<file path="src/rtl/jam_perm_search_pkg.sv">
// Shared state encodings and width helpers for the exhaustive assignment engine.
package jam_perm_search_pkg;

   typedef enum logic [3:0] {
      ST_IDLE,
      ST_ISSUE,
      ST_DRAIN,
      ST_COMPARE,
      ST_PIVOT,
      ST_SUCC,
      ST_SWAP,
      ST_REV,
      ST_DONE
   } jam_state_e;

   localparam int JAM_MAX_N = 8;

   function automatic int jam_clog2(input int v);
      int r;
      r = 0;
      while ((1 << r) < v) r++;
      return r;
   endfunction

   // Bits needed to count all n! permutations of one run.
   function automatic int jam_perm_cnt_w(input int n);
      int f;
      f = 1;
      for (int i = 2; i <= n; i++) f = f * i;
      return jam_clog2(f + 1);
   endfunction

endpackage

</file>
<file path="src/rtl/jam_perm_search_step.sv">
// Permutation register plus next-lexicographic-permutation engine (req/ack).
// state    | meaning
// IDLE     | waiting for req; p preloaded to N-2
// PIVOT    | scan p downward for perm[p] < perm[p+1]; none at p=0 -> ack+last
// SUCC     | scan k downward for first perm[k] > perm[p]
// SWAP     | exchange perm[p], perm[k]; ack when the tail has no pairs
// REV      | reverse tail perm[p+1..N-1], one pair per cycle
module jam_perm_search_step
   import jam_perm_search_pkg::*;
#(
   parameter int N    = 8,
   parameter int IDXW = 3
) (
   input  logic              CLK,
   input  logic              RST,
   input  logic              init,
   input  logic              req,
   input  logic [IDXW-1:0]   rd_idx,
   output logic [IDXW-1:0]   rd_job,
   output logic [N*IDXW-1:0] perm_flat,
   output logic              ack,
   output logic              last
);

   localparam logic [IDXW-1:0] TOP_IDX   = IDXW'(N - 1);
   localparam logic [IDXW-1:0] PIV_START = IDXW'(N - 2);

   jam_state_e      state, state_n;
   logic [IDXW-1:0] perm [N];
   logic [IDXW-1:0] p, k, lo, hi;
   logic            is_pivot, is_succ, rev_end;

   assign is_pivot = perm[p] < perm[p + IDXW'(1)];
   assign is_succ  = perm[k] > perm[p];
   assign rev_end  = ({1'b0, hi} - {1'b0, lo}) <= (IDXW + 1)'(2);
   assign rd_job   = perm[rd_idx];

   always_comb begin
      perm_flat = '0;
      for (int i = 0; i < N; i++) perm_flat[i*IDXW +: IDXW] = perm[i];
   end

   always_ff @(posedge CLK or posedge RST) begin
      if (RST)       state <= ST_IDLE;
      else if (init) state <= ST_IDLE;
      else           state <= state_n;
   end

   always_comb begin
      state_n = state;
      case (state)
         ST_IDLE:  if (req) state_n = ST_PIVOT;
         ST_PIVOT: begin
            if (is_pivot)     state_n = ST_SUCC;
            else if (p == '0) state_n = ST_IDLE;
         end
         ST_SUCC:  if (is_succ) state_n = ST_SWAP;
         ST_SWAP:  state_n = (p == PIV_START) ? ST_IDLE : ST_REV;
         ST_REV:   if (rev_end) state_n = ST_IDLE;
         default:  state_n = ST_IDLE;
      endcase
   end

   always_comb begin
      ack  = 1'b0;
      last = 1'b0;
      case (state)
         ST_PIVOT: begin
            if (!is_pivot && p == '0) begin
               ack  = 1'b1;
               last = 1'b1;
            end
         end
         ST_SWAP: ack = (p == PIV_START);
         ST_REV:  ack = rev_end;
         default: ;
      endcase
   end

   always_ff @(posedge CLK or posedge RST) begin
      if (RST) begin
         for (int i = 0; i < N; i++) perm[i] <= IDXW'(i);
         p  <= '0;
         k  <= '0;
         lo <= '0;
         hi <= '0;
      end else if (init) begin
         for (int i = 0; i < N; i++) perm[i] <= IDXW'(i);
      end else begin
         case (state)
            ST_IDLE:  p <= PIV_START;
            ST_PIVOT: begin
               if (is_pivot) k <= TOP_IDX;
               else          p <= p - IDXW'(1);
            end
            ST_SUCC:  if (!is_succ) k <= k - IDXW'(1);
            ST_SWAP: begin
               perm[p] <= perm[k];
               perm[k] <= perm[p];
               lo      <= p + IDXW'(1);
               hi      <= TOP_IDX;
            end
            ST_REV: begin
               perm[lo] <= perm[hi];
               perm[hi] <= perm[lo];
               lo       <= lo + IDXW'(1);
               hi       <= hi - IDXW'(1);
            end
            default: ;
         endcase
      end
   end

endmodule

</file>
<file path="src/rtl/jam_perm_search.sv">
// Exhaustive N-worker/N-job assignment search: issues cost lookups per permutation,
// sums them, and tracks minimum total, match count and first optimal permutation.
// state    | meaning
// IDLE     | after reset; waits for start
// ISSUE    | N cycles driving W=i, J=perm[i]
// DRAIN    | COST_LAT cycles letting the last Cost reach the sum
// COMPARE  | update MinCost/MatchCount/BestPerm, clear sum
// PIVOT    | step engine walking PIVOT..REV to the next permutation
// DONE     | results valid and held; start re-runs
module jam_perm_search
   import jam_perm_search_pkg::*;
#(
   parameter int N        = 8,
   parameter int IDXW     = 3,
   parameter int COSTW    = 7,
   parameter int SUMW     = 10,
   parameter int CNTW     = 16,
   parameter int COST_LAT = 1
) (
   input  logic              CLK,
   input  logic              RST,
   input  logic              start,
   output logic              busy,
   output logic [IDXW-1:0]   W,
   output logic [IDXW-1:0]   J,
   input  logic [COSTW-1:0]  Cost,
   output logic [CNTW-1:0]   MatchCount,
   output logic [SUMW-1:0]   MinCost,
   output logic [N*IDXW-1:0] BestPerm,
   output logic              Valid
);

   localparam int              DRW      = jam_clog2(COST_LAT + 1);
   localparam logic [IDXW-1:0] LAST_IDX = IDXW'(N - 1);

   jam_state_e        state, state_n;
   logic [IDXW-1:0]   issue_idx;
   logic [DRW-1:0]    drain_cnt;
   logic [COST_LAT-1:0] cost_vld;
   logic [SUMW-1:0]   sum;
   logic              first;
   logic              accept, issue_en, step_req, step_ack, step_last;
   logic [N*IDXW-1:0] perm_flat;

   jam_perm_search_step #(.N(N), .IDXW(IDXW)) u_step (
      .CLK       (CLK),
      .RST       (RST),
      .init      (accept),
      .req       (step_req),
      .rd_idx    (issue_idx),
      .rd_job    (J),
      .perm_flat (perm_flat),
      .ack       (step_ack),
      .last      (step_last)
   );

   assign W = issue_idx;

   always_ff @(posedge CLK or posedge RST) begin
      if (RST) state <= ST_IDLE;
      else     state <= state_n;
   end

   always_comb begin
      state_n = state;
      case (state)
         ST_IDLE, ST_DONE: if (start) state_n = ST_ISSUE;
         ST_ISSUE:   if (issue_idx == LAST_IDX) state_n = ST_DRAIN;
         ST_DRAIN:   if (drain_cnt == '0) state_n = ST_COMPARE;
         ST_COMPARE: state_n = ST_PIVOT;
         ST_PIVOT:   if (step_ack) state_n = step_last ? ST_DONE : ST_ISSUE;
         default:    state_n = ST_IDLE;
      endcase
   end

   always_comb begin
      accept   = start && (state == ST_IDLE || state == ST_DONE);
      issue_en = (state == ST_ISSUE);
      step_req = (state == ST_COMPARE);
   end

   always_ff @(posedge CLK or posedge RST) begin
      if (RST) begin
         issue_idx  <= '0;
         drain_cnt  <= '0;
         cost_vld   <= '0;
         sum        <= '0;
         first      <= 1'b0;
         busy       <= 1'b0;
         Valid      <= 1'b0;
         MinCost    <= '1;
         MatchCount <= '0;
         BestPerm   <= '0;
      end else begin
         // Lookup-valid pipeline: one bit per issued W/J, aligned with Cost.
         cost_vld <= COST_LAT'({cost_vld, issue_en});
         if (accept) begin
            Valid      <= 1'b0;
            busy       <= 1'b1;
            MinCost    <= '1;
            MatchCount <= '0;
            BestPerm   <= '0;
            first      <= 1'b1;
            sum        <= '0;
            issue_idx  <= '0;
         end
         if (issue_en) begin
            if (issue_idx == LAST_IDX) drain_cnt <= DRW'(COST_LAT - 1);
            else                       issue_idx <= issue_idx + IDXW'(1);
         end
         if (state == ST_DRAIN && drain_cnt != '0) drain_cnt <= drain_cnt - DRW'(1);
         if (cost_vld[COST_LAT-1]) sum <= sum + SUMW'(Cost);
         if (state == ST_COMPARE) begin
            sum   <= '0;
            first <= 1'b0;
            if (first || sum < MinCost) begin
               MinCost    <= sum;
               MatchCount <= CNTW'(1);
               BestPerm   <= perm_flat;
            end else if (sum == MinCost && MatchCount != '1) begin
               MatchCount <= MatchCount + CNTW'(1);
            end
         end
         if (state == ST_PIVOT && step_ack) begin
            if (step_last) begin
               Valid <= 1'b1;
               busy  <= 1'b0;
            end else begin
               issue_idx <= '0;
            end
         end
      end
   end

endmodule
</file>
<file path="config.mk">
export PLATFORM = sky130hd
export DESIGN_NAME = jam_perm_search
export DESIGN_NICKNAME = d
export VERILOG_FILES = /design/src/rtl/jam_perm_search_pkg.sv /design/src/rtl/jam_perm_search_step.sv /design/src/rtl/jam_perm_search.sv
export SDC_FILE = /design/constraint.sdc
export NUM_CORES = 1
export LEC_CHECK = 0
export CORE_MARGIN = 4
export CORE_UTILIZATION = 45
export CTS_BUF_LIST = sky130_fd_sc_hd__clkbuf_4 sky130_fd_sc_hd__clkbuf_8
export CTS_CLUSTER_DIAMETER = 200
export DETAILED_ROUTE_END_ITERATION = 16
export GPL_ROUTABILITY_DRIVEN = 0
export PLACE_DENSITY_LB_ADDON = 0.3
export SLEW_MARGIN = 20
export SYNTH_ARGS = -nofsm -noshare
export SYNTH_HDL_FRONTEND = slang
export SYNTH_SLANG_ARGS = --single-unit
</file>
<file path="constraint.sdc">
create_clock -name CLK -period 3.7 [get_ports CLK]
set_input_delay 0.74 -clock CLK [delete_from_list [all_inputs] [get_ports CLK]]
set_output_delay 0.74 -clock CLK [all_outputs]
set_load 0.02 [all_outputs]
</file>
---- Word level (Yosys, flattened, before mapping) ----
Index checks and enable logic that the tools add are counted.
word-level totals
  register bits after elaboration ......... 112
  input bits .............................. 10
  output and inout port bits .............. 58
  word-level logic and storage cells ...... 194
operators by class
  add/sub/neg operators ................... 10
  magnitude comparators ................... 14
  equality and inequality tests ........... 24
  multiplexer cells ....................... 85
  bitwise operators ....................... 7
  reduce and logical (&&, ||, !) cells .... 30
operators by type and width
  operator                                                                       number
  24-bit bitwise mux                                                             4
  24-bit two-way mux                                                             4
  3-bit two-way mux                                                              25
  16-bit two-way mux                                                             4
  10-bit two-way mux                                                             6
  3-bit binary-select mux with 3-bit select                                      6
  24-bit one-hot mux with 2 select lines                                         1
  4-bit two-way mux                                                              11
  4-bit one-hot mux with 5 select lines                                          2
  3-bit demux with 3-bit select                                                  4
  4-bit greater-or-equal comparator (second input constant)                      6
  3-bit inverter with 4-bit output                                               6
  3-bit one-hot mux with 2 select lines                                          4
  4-bit by 3-bit == test with 1-bit output (second input constant)               5
  16-bit by 1-bit adder with 16-bit output (second input constant)               1
  4-bit by 1-bit less-than comparator with 1-bit output (second input constant)  4
  16-bit inequality test (second input constant)                                 1
  1-bit two-way mux                                                              13
  4-bit AND reduction                                                            3
  2-bit nonzero test                                                             6
  10-bit by 7-bit adder with 10-bit output                                       1
  10-bit == test                                                                 1
  10-bit less-than comparator                                                    1
  2-bit inequality test (second input constant)                                  5
  other kinds (26)                                                               46

---- Logic depth before layout (Yosys ltp) ----
Gate-level depths: netlist of run 1.
  word-level depth ........................ 13
  gate-level depth with buffers ........... 14
  mapped depth without buffers ............ 11

---- Cells and area by module ----
A second synthesis of run 1 with hierarchy kept.
second synthesis, totals
  cells, all modules ...................... 955
  area total of the unflattened synthesis .. 8314.2 µm²
modules (own cells, without submodules)
  module                times used  cells each  area each (µm²)  seq. area each (µm²)
  jam_perm_search_step  1           529         4449.3           991.0
  jam_perm_search       1           426         3865.0           1814.2

---- Least setup slack after synthesis of run 1 ----
No wires, ideal clock.
  path type ............................... reg2reg
  from .................................... register u_step.p[1]
  to ...................................... register busy
  library setup time ...................... 0.119 ns
  data arrival time ....................... 3.421 ns
  data required time ...................... 3.581 ns
  slack ................................... 0.161 ns
  cell stages (with the launch flop) ...... 15
  path buffers ............................ 3
  period minus slack after synthesis ...... 3.539 ns
  cell sequence ........................... dfrtp_1 -> buf_6 -> clkbuf_1 -> clkinv_1 -> ha_1 -> clkbuf_1 -> mux4_2 -> mux2i_1 -> ha_1 -> o21ai_0 -> nand2b_1 -> o41a_4 -> nand3_1 -> or3_1 -> o21a_1
between the ends
  word-level cells in the longest chain between the ends .. 12
  elaborated cells on any way between the ends .. 20
  those cells by class .................... 1 x add/sub; 1 x order compare; 1 x eq/ne; 11 x mux; 2 x bitwise; 4 x reduce/logical
ends and longest elaborated chain
  element                                                                            line                                            source
  start, declared                                                                    jam_perm_search_step.sv:30                      logic [IDXW-1:0] p, k, lo, hi;
  start signal, assigned                                                             jam_perm_search_step.sv:94                      else p <= p - IDXW'(1);
  3-bit by 1-bit adder with 3-bit output                                             jam_perm_search_step.sv:33                      assign is_pivot = perm[p] < perm[p + IDXW'(1)];
  3-bit inverter with 4-bit output (not written as such)                             jam_perm_search_step.sv:33
  3-bit binary-select mux with 3-bit select                                          jam_perm_search_step.sv:33
  3-bit two-way mux (not written as such) (2 in series)                              jam_perm_search_step.sv:33
  3-bit less-than comparator                                                         jam_perm_search_step.sv:33
  1-bit zero test                                                                    jam_perm_search_step.sv:69                      if (!is_pivot && p == '0) begin
  1-bit logical AND                                                                  jam_perm_search_step.sv:69
  1-bit two-way mux                                                                  jam_perm_search_step.sv:69
  1-bit one-hot mux with 3 select lines / 1-bit two-way mux (equally long branches)  jam_perm_search_step.sv:67                      case (state)
  1-bit logical AND / 1-bit two-way mux (equally long branches)                      jam_perm_search.sv:124, jam_perm_search.sv:125
  1-bit two-way mux *                                                                jam_perm_search.sv:124                          if (state == ST_PIVOT && step_ack) begin
  end signal, assigned                                                               jam_perm_search.sv:89                           busy <= 1'b0;
  end signal, assigned                                                               jam_perm_search.sv:99                           busy <= 1'b1;
  end signal, assigned                                                               jam_perm_search.sv:127                          busy <= 1'b0;
  end, declared                                                                      jam_perm_search.sv:23                           output logic busy,
Every way passes the cells marked *; elsewhere a longest branch is shown, timed or not. The select of a mux whose other input is x is not followed.
A chain may end at the register's enable or synchronous reset.

---- Worst setup path after layout of run 1 ----
  from .................................... register u_step.k[2]
  to ...................................... register u_step.k[1]
between the ends
  word-level cells in the longest chain between the ends .. 7
ends and longest elaborated chain
  element                                                 line                        source
  start, declared                                         jam_perm_search_step.sv:30
  start signal, assigned                                  jam_perm_search_step.sv:96  ST_SUCC: if (!is_succ) k <= k - IDXW'(1);
  3-bit inverter with 4-bit output (not written as such)  jam_perm_search_step.sv:34  assign is_succ = perm[k] > perm[p];
  3-bit binary-select mux with 3-bit select               jam_perm_search_step.sv:34
  3-bit two-way mux (not written as such) (2 in series)   jam_perm_search_step.sv:34
  3-bit > comparator                                      jam_perm_search_step.sv:34
  2-bit inequality test (no source line)                  --
  4-bit AND reduction (no source line)                    --
Every way passes these cells. The select of a mux whose other input is x is not followed.

==> run_results.csv, run 1 <==
group,metric,value,unit
yosys,syn-cell-area,0.00799,mm2
run,cap_violations,0,
cells_and_area,area_delta_synth_final,14.3,%
cells_and_area,design_area,0.00913,mm2
cts,cts_tree,"done",
sta,fmax,303,MHz
floorplan,core,0.0174,mm2
yosys,synth.largest_area_cell,"dfrtp_1",
sta,rsz0062_at_grt,"false",
sta,fin_skew,0.0145,ns
cts,cts_resized,0,
pwr,power_density,783,mW/mm2
sta,max-slew-margin-rel,0.396,
pwr,total_power,7.15,mW
yosys,syn_inst,889,
setup_path,crit_path_start_kind,"register",
placement,place_ws,0.500,ns
setup_path,critical_path_arrival,3.63,ns
sta,tns,0,ns
yosys,ys_top_cells_by_area,"dfrtp_1 (28%), dfstp_2 (7.2%), mux4_2 (6.8%)",
floorplan,rows,48,
yosys,yosys_register_bits,111,
cts,cts_buffers,9,
global_routing,grt_pass1_vias,6887,
floorplan,die_area,0.0199,mm2
cts,cts.sinks,111,
global_routing,antenna_found_initial,0,
yosys,synth_edf_count,0,
worst_hold_path,hp-class,"register to register",
cells_and_area,multi_input_area,0.00482,mm2
setup_path,cp_max_fo,28,
setup_path,worstPathRequired,4.03,ns
yosys,syn_avg_cell_area,8.98,um2
sta,layout_min_cycle_time,3.30,ns
cells_and_area,postLayoutCoreUtil,0.526,
route,ant_nets,0,
yosys,netlist.area_leader.share,0.279,
cts,cts_buffer_depth,2,
setup_path,end_kind,"register",
yosys,synth-main-ff-cell,"dfrtp_1",
route,firstDrtPassIters,6,
floorplan,die_w,141,um
pwr,p_leak,3.77,nW
cells_and_area,final.fill_count,1612,
yosys,ys_seq_area_frac,0.351,
sta,period_share,0.892,
global_routing,gr-total-overflow,0,
sta,slew_violations,0,
placement,place_hpwl,17100,um
yosys,async_flop_share,1.00,
cts,h-tree-depth,3,
setup_path,crit_type,"register to register",
sta,setup_viol,0,
yosys,yosysWarningCount,0,
cells_and_area,n_antenna_cell,0,
cts,postCtsHoldBufs,0,
cts,clk_latency,0.40,ns
floorplan,io_pins,68,
yosys,syn-num-nets,936,
placement,io_buffers,67,
sta,postLayoutSetupSlackWorst,0.400,ns
route,vias,7387,
cts,clk_pin_slew,0.11,ns
pwr,power.ir.vdd_worst,0.307,mV
floorplan,start_util,0.460,
route,totalWireLength,23600,um
yosys,synth_cell_types,73,
run_status,status,"finished, final reports clean",
global_routing,grt_pass1_wl,38500,um
cells_and_area,drive_above_1_share,0.129,
global_routing,grt_max_degree,59,
cts,cts-root-buf,"clkbuf_8",
sta,tightest_slew,0.906,ns
cells_and_area,fin_nets,978,
placement,dpl_cell_area,0.00892,mm2
cts,postCtsSetupBuffers,0,
sta,hold_violations,0,
floorplan,fp.dieH,141,um
cells_and_area,seqCellArea,0.00281,mm2
route,drt_iter0_drc,900,
route,drc_errors,0,
global_routing,grt_usage,0.242,
route,routed_via_density,6.36,
route,wl_per_cell,20.3,um
==> report_power, final <==
group / switching, mW / leakage [nW] / internal (mW)
combinational: 2.36 / 2.27 / 1.76
clock: 0.460 / 0.105 / 0.295
sequential: 0.661 / 1.40 / 1.61
total: 3.48 / 3.77 / 3.67
==> layout make-up <==
type | count | share of cell area
multi-input combinational | 683 | 0.528
timing repair buffer | 90 | 0.0965
clock inverter | 5 | 0.00548
tap | 225 | 0.0308
inverter | 36 | 0.0151
sequential | 111 | 0.307
clock buffer | 11 | 0.0166
==> logic make-up (layout without fill, tap and decap cells) <==
family          count (synthesis)  after routing  share of synthesized area
compound gates                247            247                      0.214
xor+xnor                       15             15                     0.0165
fa+ha+maj                      37             37                     0.0598
buf+inv                        95            142                     0.0462
flops                         111            111                      0.351
mux                            56             56                      0.113
simple gates                  328            328                      0.199
==> sequential cells by signal (all words and copies together), names as in the netlist, 3 cells and up <==
signal / count
u_step.perm_flat: 24
sum: 10
MinCost: 10
W: 3
MatchCount: 16
u_step.hi: 3
state: 4
BestPerm: 24
u_step.k: 3
u_step.p: 3
u_step.state: 3
u_step.lo: 3
==> worst max-delay path: stages (launching register included) <==
cell	delay (ns)
dfrtp_1	0.84
mux4_2	0.42
mux2i_1	0.20
clkinv_1	0.27
ha_1	0.37
nor2b_1	0.13
o21ai_0	0.16
a32oi_1	0.12
a211oi_1	0.33
and2_1	0.22
a2bb2oi_1	0.17
==> metal layers <==
layer  part of all wire  track usage  routed length, um  up-vias
li1                   -            -                  -     3412
met1               0.41        0.331               9790     3543
met2               0.45        0.372              10700      370
met3              0.093       0.0539               2190       62
met4              0.040       0.0964                954        0
met5                  0            0                  0        -
==> layout by cell type (no fill, tap or decap), drive strengths merged, types with 6 or more instances in the layout <==
master and count:
clkbuf 11, xnor2 7, mux2i 14, nor3 31
mux2 17, nand4 9, mux4 25, a22oi 12
buf 23, xor2 8, nand2 126, dfstp 22
a21oi 45, nand3b 10, ha 35, nor4 8
dfrtp 89, nor2b 11, nand2b 14, and3 7
a31oi 13, a21o 10, o21ai 58, clkinv 6
clkdlybuf4s50 67, o31ai 6, a211oi 10, nor2 61
nand3 22, a221oi 36, a22o 8, inv 35
==> per-stage QoR <==
| stage | cells | hold slack (ns) |
|---|---|---|
| floorplan | 889 | 0.465 |
| global placement | 1145 | 0.496 |
| detailed placement | 1145 | 0.500 |
| CTS | 1161 | 0.524 |
| global route | 1161 | 0.539 |
| finish | 1161 | 0.516 |
==> worst paths after layout <==
kind                             start     endpoint  slack [ns]  cells past startpoint
max                        u_step.k[2]  u_step.k[1]        0.40                     10
min                          drain_cnt    drain_cnt        0.52                      1
max reg2reg                u_step.k[2]  u_step.k[1]        0.40                     10
min reg2reg                  drain_cnt    drain_cnt        0.52                      1
max in group asynchronous          RST         W[1]        2.03                      3
min in group asynchronous          RST       sum[1]        0.78                      2
==> cells in the mapped netlist, types with 5 or more instances <==
cell type	count
o221ai_1	5
nand2b_1	14
o31ai_1	6
mux2i_1	14
a22oi_1	12
a21o_1	10
nand3_1	22
nand4_1	9
clkbuf_1	45
a21oi_1	45
nor3_1	30
dfstp_2	22
mux2_2	16
a22o_1	8
mux4_2	24
nor4_1	8
dfrtp_1	89
a31oi_1	13
nor2b_1	11
inv_1	33
o21ai_0	55
a211oi_1	10
nor2_1	61
a221oi_1	36
nand2_1	126
and3_1	6
and2_1	5
buf_1	9
nand3b_1	10
xor2_1	8
xnor2_1	7
ha_1	35
Note: power is estimated with default switching activity, not from simulation.
==> run 2, diff against run 1 <==
RECOVER_POWER = 25   (was default)
==> run 2 against run 1 <==
- critical path depth unchanged
- non-clock buffer count unchanged
- clock-buffer cell count unchanged
- critical path type unchanged
- register-to-register slack got worse by 0.07 ns
- largest power group unchanged
- combinational power about the same
- fmax decreased by 2.0%
- sequential share of layout area increased by 0.055 points
- sequential power about the same
- die area unchanged
- global-route usage unchanged
- the flow now finishes with violations (capacitance limit, slew limit)
- hold slack about the same
- wire length increased by 0.34%
==> run_results.csv, run 2 (same netlist as run 1, synthesis figures left out) <==
group,metric,value,unit
run_status,status,"finished with violations",
run_status,violations,"capacitance limit, slew limit",
setup_path,crit_chain,"mux4_2 -> mux2i_1 -> clkinv_1 -> ha_1 -> nor2b_1 -> o21ai_0 -> a32oi_1 -> a211oi_1 -> and2_1 -> a2bb2oi_1",
global_routing,gr-total-overflow,0,
cells_and_area,mostFrequentLayoutCell,"nand2_1",
placement,place_hpwl,17100,um
setup_path,crit_path_start_kind,"register",
setup_path,critical_path_arrival,3.70,ns
route,totalWireLength,23700,um
cells_and_area,design_area,0.00911,mm2
cells_and_area,area_delta_synth_final,14.1,%
global_routing,grt_usage,0.242,
sta,tns,0,ns
setup_path,slowest_stage,"dfrtp_1",
global_routing,grt_pass1_wl,38500,um
route,drt_iter0_drc,892,
setup_path,max_stage_delay,0.85,ns
cts,cts.sinks,111,
setup_path,worstPathRequired,4.03,ns
global_routing,grt_pass1_vias,6887,
global_routing,antenna_found_initial,0,
cts,postCtsHoldBufs,0,
sta,fin_skew,0.0139,ns
cells_and_area,fin_nets,978,
sta,period_share,0.910,
cells_and_area,final.fill_count,1613,
cells_and_area,seqCellArea,0.00281,mm2
sta,rsz0062_at_grt,"false",
setup_path,crit_type,"register to register",
floorplan,start_util,0.460,
sta,layout_min_cycle_time,3.37,ns
floorplan,fp.dieH,141,um
cts,cts-root-buf,"clkbuf_8",
route,vias,7347,
route,firstDrtPassIters,6,
cells_and_area,postLayoutCoreUtil,0.525,
cts,clk_latency,0.40,ns
route,drc_errors,0,
run,cap_violations,1,
sta,tightest_slew,2.29,ns
cts,clk_pin_slew,0.11,ns
sta,hold_violations,0,
cts,postCtsSetupBuffers,0,
route,routed_via_density,6.33,
cells_and_area,multi_input_area,0.00482,mm2
floorplan,die_area,0.0199,mm2
cells_and_area,layout_common_cells,"nand2_1 (126), dfrtp_1 (89), clkdlybuf4s50_1 (66)",
route,wl_per_cell,20.4,um
cells_and_area,n_antenna_cell,0,
placement,dpl_cell_area,0.00892,mm2
cells_and_area,drive_above_1_share,0.129,
worst_hold_path,hp-class,"register to register",
pwr,power_density,786,mW/mm2
floorplan,io_pins,68,
pwr,p_leak,3.76,nW
setup_path,cp_max_fo,28,
pwr,power.ir.vdd_worst,0.307,mV
sta,slew_violations,54,
cts,cts_tree,"done",
global_routing,grt_max_degree,59,
floorplan,core,0.0174,mm2
sta,fmax,297,MHz
cts,cts_buffers,9,
sta,max-slew-margin-rel,-0.532,
route,ant_nets,0,
sta,setup_viol,0,
cts,cts_buffer_depth,2,
floorplan,die_w,141,um
cts,cts_resized,0,
setup_path,end_kind,"register",
setup_path,rrSetupSlack,0.33,ns
cts,h-tree-depth,3,
placement,io_buffers,67,
floorplan,rows,48,
-- run 2: cell count changes in the layout (fill, tap and decap cells not counted), sizes merged --
cell	before	now
buf	23	22
clkbuf	11	12
clkdlybuf4s50	67	66
clkinvlp	0	1
dlygate4sd3	0	1
inv	35	34
-- run 2: layout make-up --
class                      count  area share
clock inverter                 5     0.00549
multi-input combinational    683       0.529
sequential                   111       0.308
inverter                      36      0.0150
tap                          225      0.0309
timing repair buffer          90      0.0950
clock buffer                  11      0.0166
-- run 2: metal layers --
metal	wire, um	vias up	global-route usage
li1	-	3411	-
met1	9800	3484	0.331
met2	10700	386	0.372
met3	2210	66	0.0539
met4	975	0	0.0964
met5	0	-	0
-- run 2: path summary, 6_finish.rpt --
path	from	to	depth (start not counted)
worst max-delay path	u_step.k[2]	u_step.k[1]	10
max in group asynchronous	RST	u_step.perm_flat[16]	3
worst max register to register	u_step.k[2]	u_step.k[1]	10
min in group asynchronous	RST	sum[1]	2
worst min-delay path	drain_cnt	drain_cnt	1
worst min register to register	drain_cnt	drain_cnt	1
-- run 2: report_power, final --
part | switching (mW) | internal, mW | total, mW
clock | 0.462 | 0.295 | 0.757
combinational | 2.37 | 1.76 | 4.13
sequential | 0.661 | 1.61 | 2.28
-- run 2: stage by stage --
stage | setup slack (ns) | std cells | power (mW) | hold WS (ns)
2_1_floorplan | 0.0658 | 889 | 4.99 | 0.465
3_5_place_dp | 0.500 | 1145 | 6.32 | 0.500
3_3_place_gp | 0.599 | 1145 | 6.25 | 0.496
6_report | 0.332 | 1161 | 7.16 | 0.517
4_1_cts | 0.463 | 1161 | 7.10 | 0.524
5_1_grt | 0.0792 | 1161 | 7.69 | 0.539
-- run 2: critical path: cells and delay by family, from the launching register on --
kind,cells,cell delay [ns]
flops,1,0.85
mux,2,0.65
compound gates,4,0.77
buf+inv,1,0.29
fa+ha+maj,1,0.38
simple gates,2,0.36
==> run 3, diff against run 2 <==
MAX_ROUTING_LAYER = met4   (was default)
==> run 3 against run 2 <==
- the flow still finishes with violations (capacitance limit, slew limit)
- combinational power hardly changed
- total power increased by 0.10%
- clock-buffer cell count is the same
- critical path depth is the same
- wire length rose by 0.44%
- first-iteration DRC count decreased by 11%
- non-clock buffer count unchanged
- critical endpoint unchanged
- largest power group unchanged
==> run_results.csv, run 3 (same netlist as run 1, synthesis figures left out) <==
group,metric,value,unit
setup_path,crit_path_start_kind,"register",
cts,h-tree-depth,3,
sta,slew_violations,54,
cts,cts_buffers,9,
worst_hold_path,hp-start,"drain_cnt",
worst_hold_path,hold_end,"drain_cnt",
floorplan,die_area,0.0199,mm2
route,ant_nets,0,
cells_and_area,final.fill_count,1613,
sta,tightest_slew,2.29,ns
sta,max-slew-margin-rel,-0.535,
sta,rsz0062_at_grt,"false",
sta,hold_violations,0,
run,cap_violations,1,
setup_path,ff2ff_path_depth,10,
cts,postCtsHoldBufs,0,
run_status,status,"finished with violations",
cts,cts-root-buf,"clkbuf_8",
cts,postCtsSetupBuffers,0,
route,drc_errors,0,
route,vias,7396,
setup_path,rrSetupSlack,0.38,ns
setup_path,regToRegStartpoint,"u_step.k[2]",
cts,cts_resized,0,
sta,setup_viol,0,
cells_and_area,postLayoutCoreUtil,0.525,
floorplan,fp.dieH,141,um
cts,clk_pin_slew,0.11,ns
worst_hold_path,hold_depth,1,
sta,period_share,0.898,
route,routed_via_density,6.37,
floorplan,rows,48,
setup_path,crit_type,"register to register",
pwr,p_leak,3.76,nW
route,totalWireLength,23800,um
placement,io_buffers,67,
setup_path,critical_path_arrival,3.65,ns
cts,cts.sinks,111,
worst_hold_path,hp-class,"register to register",
global_routing,grt_pass1_vias,6922,
global_routing,gr-total-overflow,0,
cts,cts_buffer_depth,2,
setup_path,end_kind,"register",
setup_path,worstPathRequired,4.02,ns
floorplan,io_pins,68,
cts,clk_latency,0.40,ns
floorplan,core,0.0174,mm2
global_routing,grt_pass1_wl,38400,um
sta,fin_skew,0.0178,ns
setup_path,cp_max_fo,28,
global_routing,antenna_found_initial,0,
cts,cts_tree,"done",
cells_and_area,drive_above_1_share,0.129,
route,wl_per_cell,20.5,um
route,firstDrtPassIters,5,
setup_path,worstReg2RegEnd,"u_step.k[1]",
sta,layout_min_cycle_time,3.32,ns
cells_and_area,layout_common_cells,"nand2_1 (126), dfrtp_1 (89), clkdlybuf4s50_1 (66)",
floorplan,start_util,0.460,
cells_and_area,multi_input_area,0.00482,mm2
setup_path,cp-startpoint,"u_step.k[2]",
run_status,violations,"capacitance limit, slew limit",
global_routing,grt_max_degree,59,
sta,tns,0,ns
cells_and_area,seqCellArea,0.00281,mm2
placement,place_hpwl,17100,um
sta,fmax,301,MHz
floorplan,die_w,141,um
cells_and_area,fin_nets,978,
global_routing,grt_usage,0.248,
cells_and_area,area_delta_synth_final,14.1,%
pwr,power_density,786,mW/mm2
pwr,power.ir.vdd_worst,0.308,mV
cells_and_area,n_antenna_cell,0,
route,drt_iter0_drc,790,
cells_and_area,mostFrequentLayoutCell,"nand2_1",
run 3: area by class of cell:
type	count	area share
well taps	225	0.0309
flip-flops and latches	111	0.308
clock inverters	5	0.00549
clock buffers	11	0.0166
repair buffers	90	0.0950
multi-input cells	683	0.529
inverters	36	0.0150
run 3: through the flow:
stage	worst slack, ns	total power [mW]	instances	hold slack (ns)	instance area (um2)
floorplan	0.0658	4.99	889	0.465	7990
global placement	0.599	6.25	1145	0.496	8920
detailed placement	0.500	6.32	1145	0.500	8920
CTS	0.463	7.10	1161	0.524	9130
global route	0.0868	7.69	1161	0.539	9110
finish	0.379	7.17	1161	0.518	9110
run 3: metal layers:
metal	wire, um	GRT usage	share of wire	vias up
met4	974	0.0933	0.041	0
met3	2190	0.0560	0.092	81
met1	9870	0.329	0.41	3516
met2	10800	0.374	0.45	377
li1	-	-	-	3422
met5	0	-	0	-
run 3: critical path, stage by stage (launching register included):
cell       delay (ns)
dfrtp_1          0.86
mux4_2           0.42
mux2i_1          0.20
clkinv_1         0.27
ha_1             0.37
nor2b_1          0.13
o21ai_0          0.16
a32oi_1          0.12
a211oi_1         0.32
and2_1           0.22
a2bb2oi_1        0.17
run 3: worst max path at each step:
stage          depth (start not counted)     endpoint  slack (ns)
2_1_floorplan                          1  BestPerm[0]        0.07
3_3_place_gp                           9  u_step.k[2]        0.60
3_5_place_dp                          10  u_step.k[1]        0.50
4_1_cts                               10  u_step.k[1]        0.46
5_1_grt                               10  u_step.k[1]        0.09
6_report                              10  u_step.k[1]        0.38
run 3: where the power goes:
group	total (mW)	switching (mW)	internal [mW]
sequential	2.28	0.666	1.61
clock	0.759	0.464	0.296
combinational	4.13	2.37	1.76
total	7.17	3.50	3.67
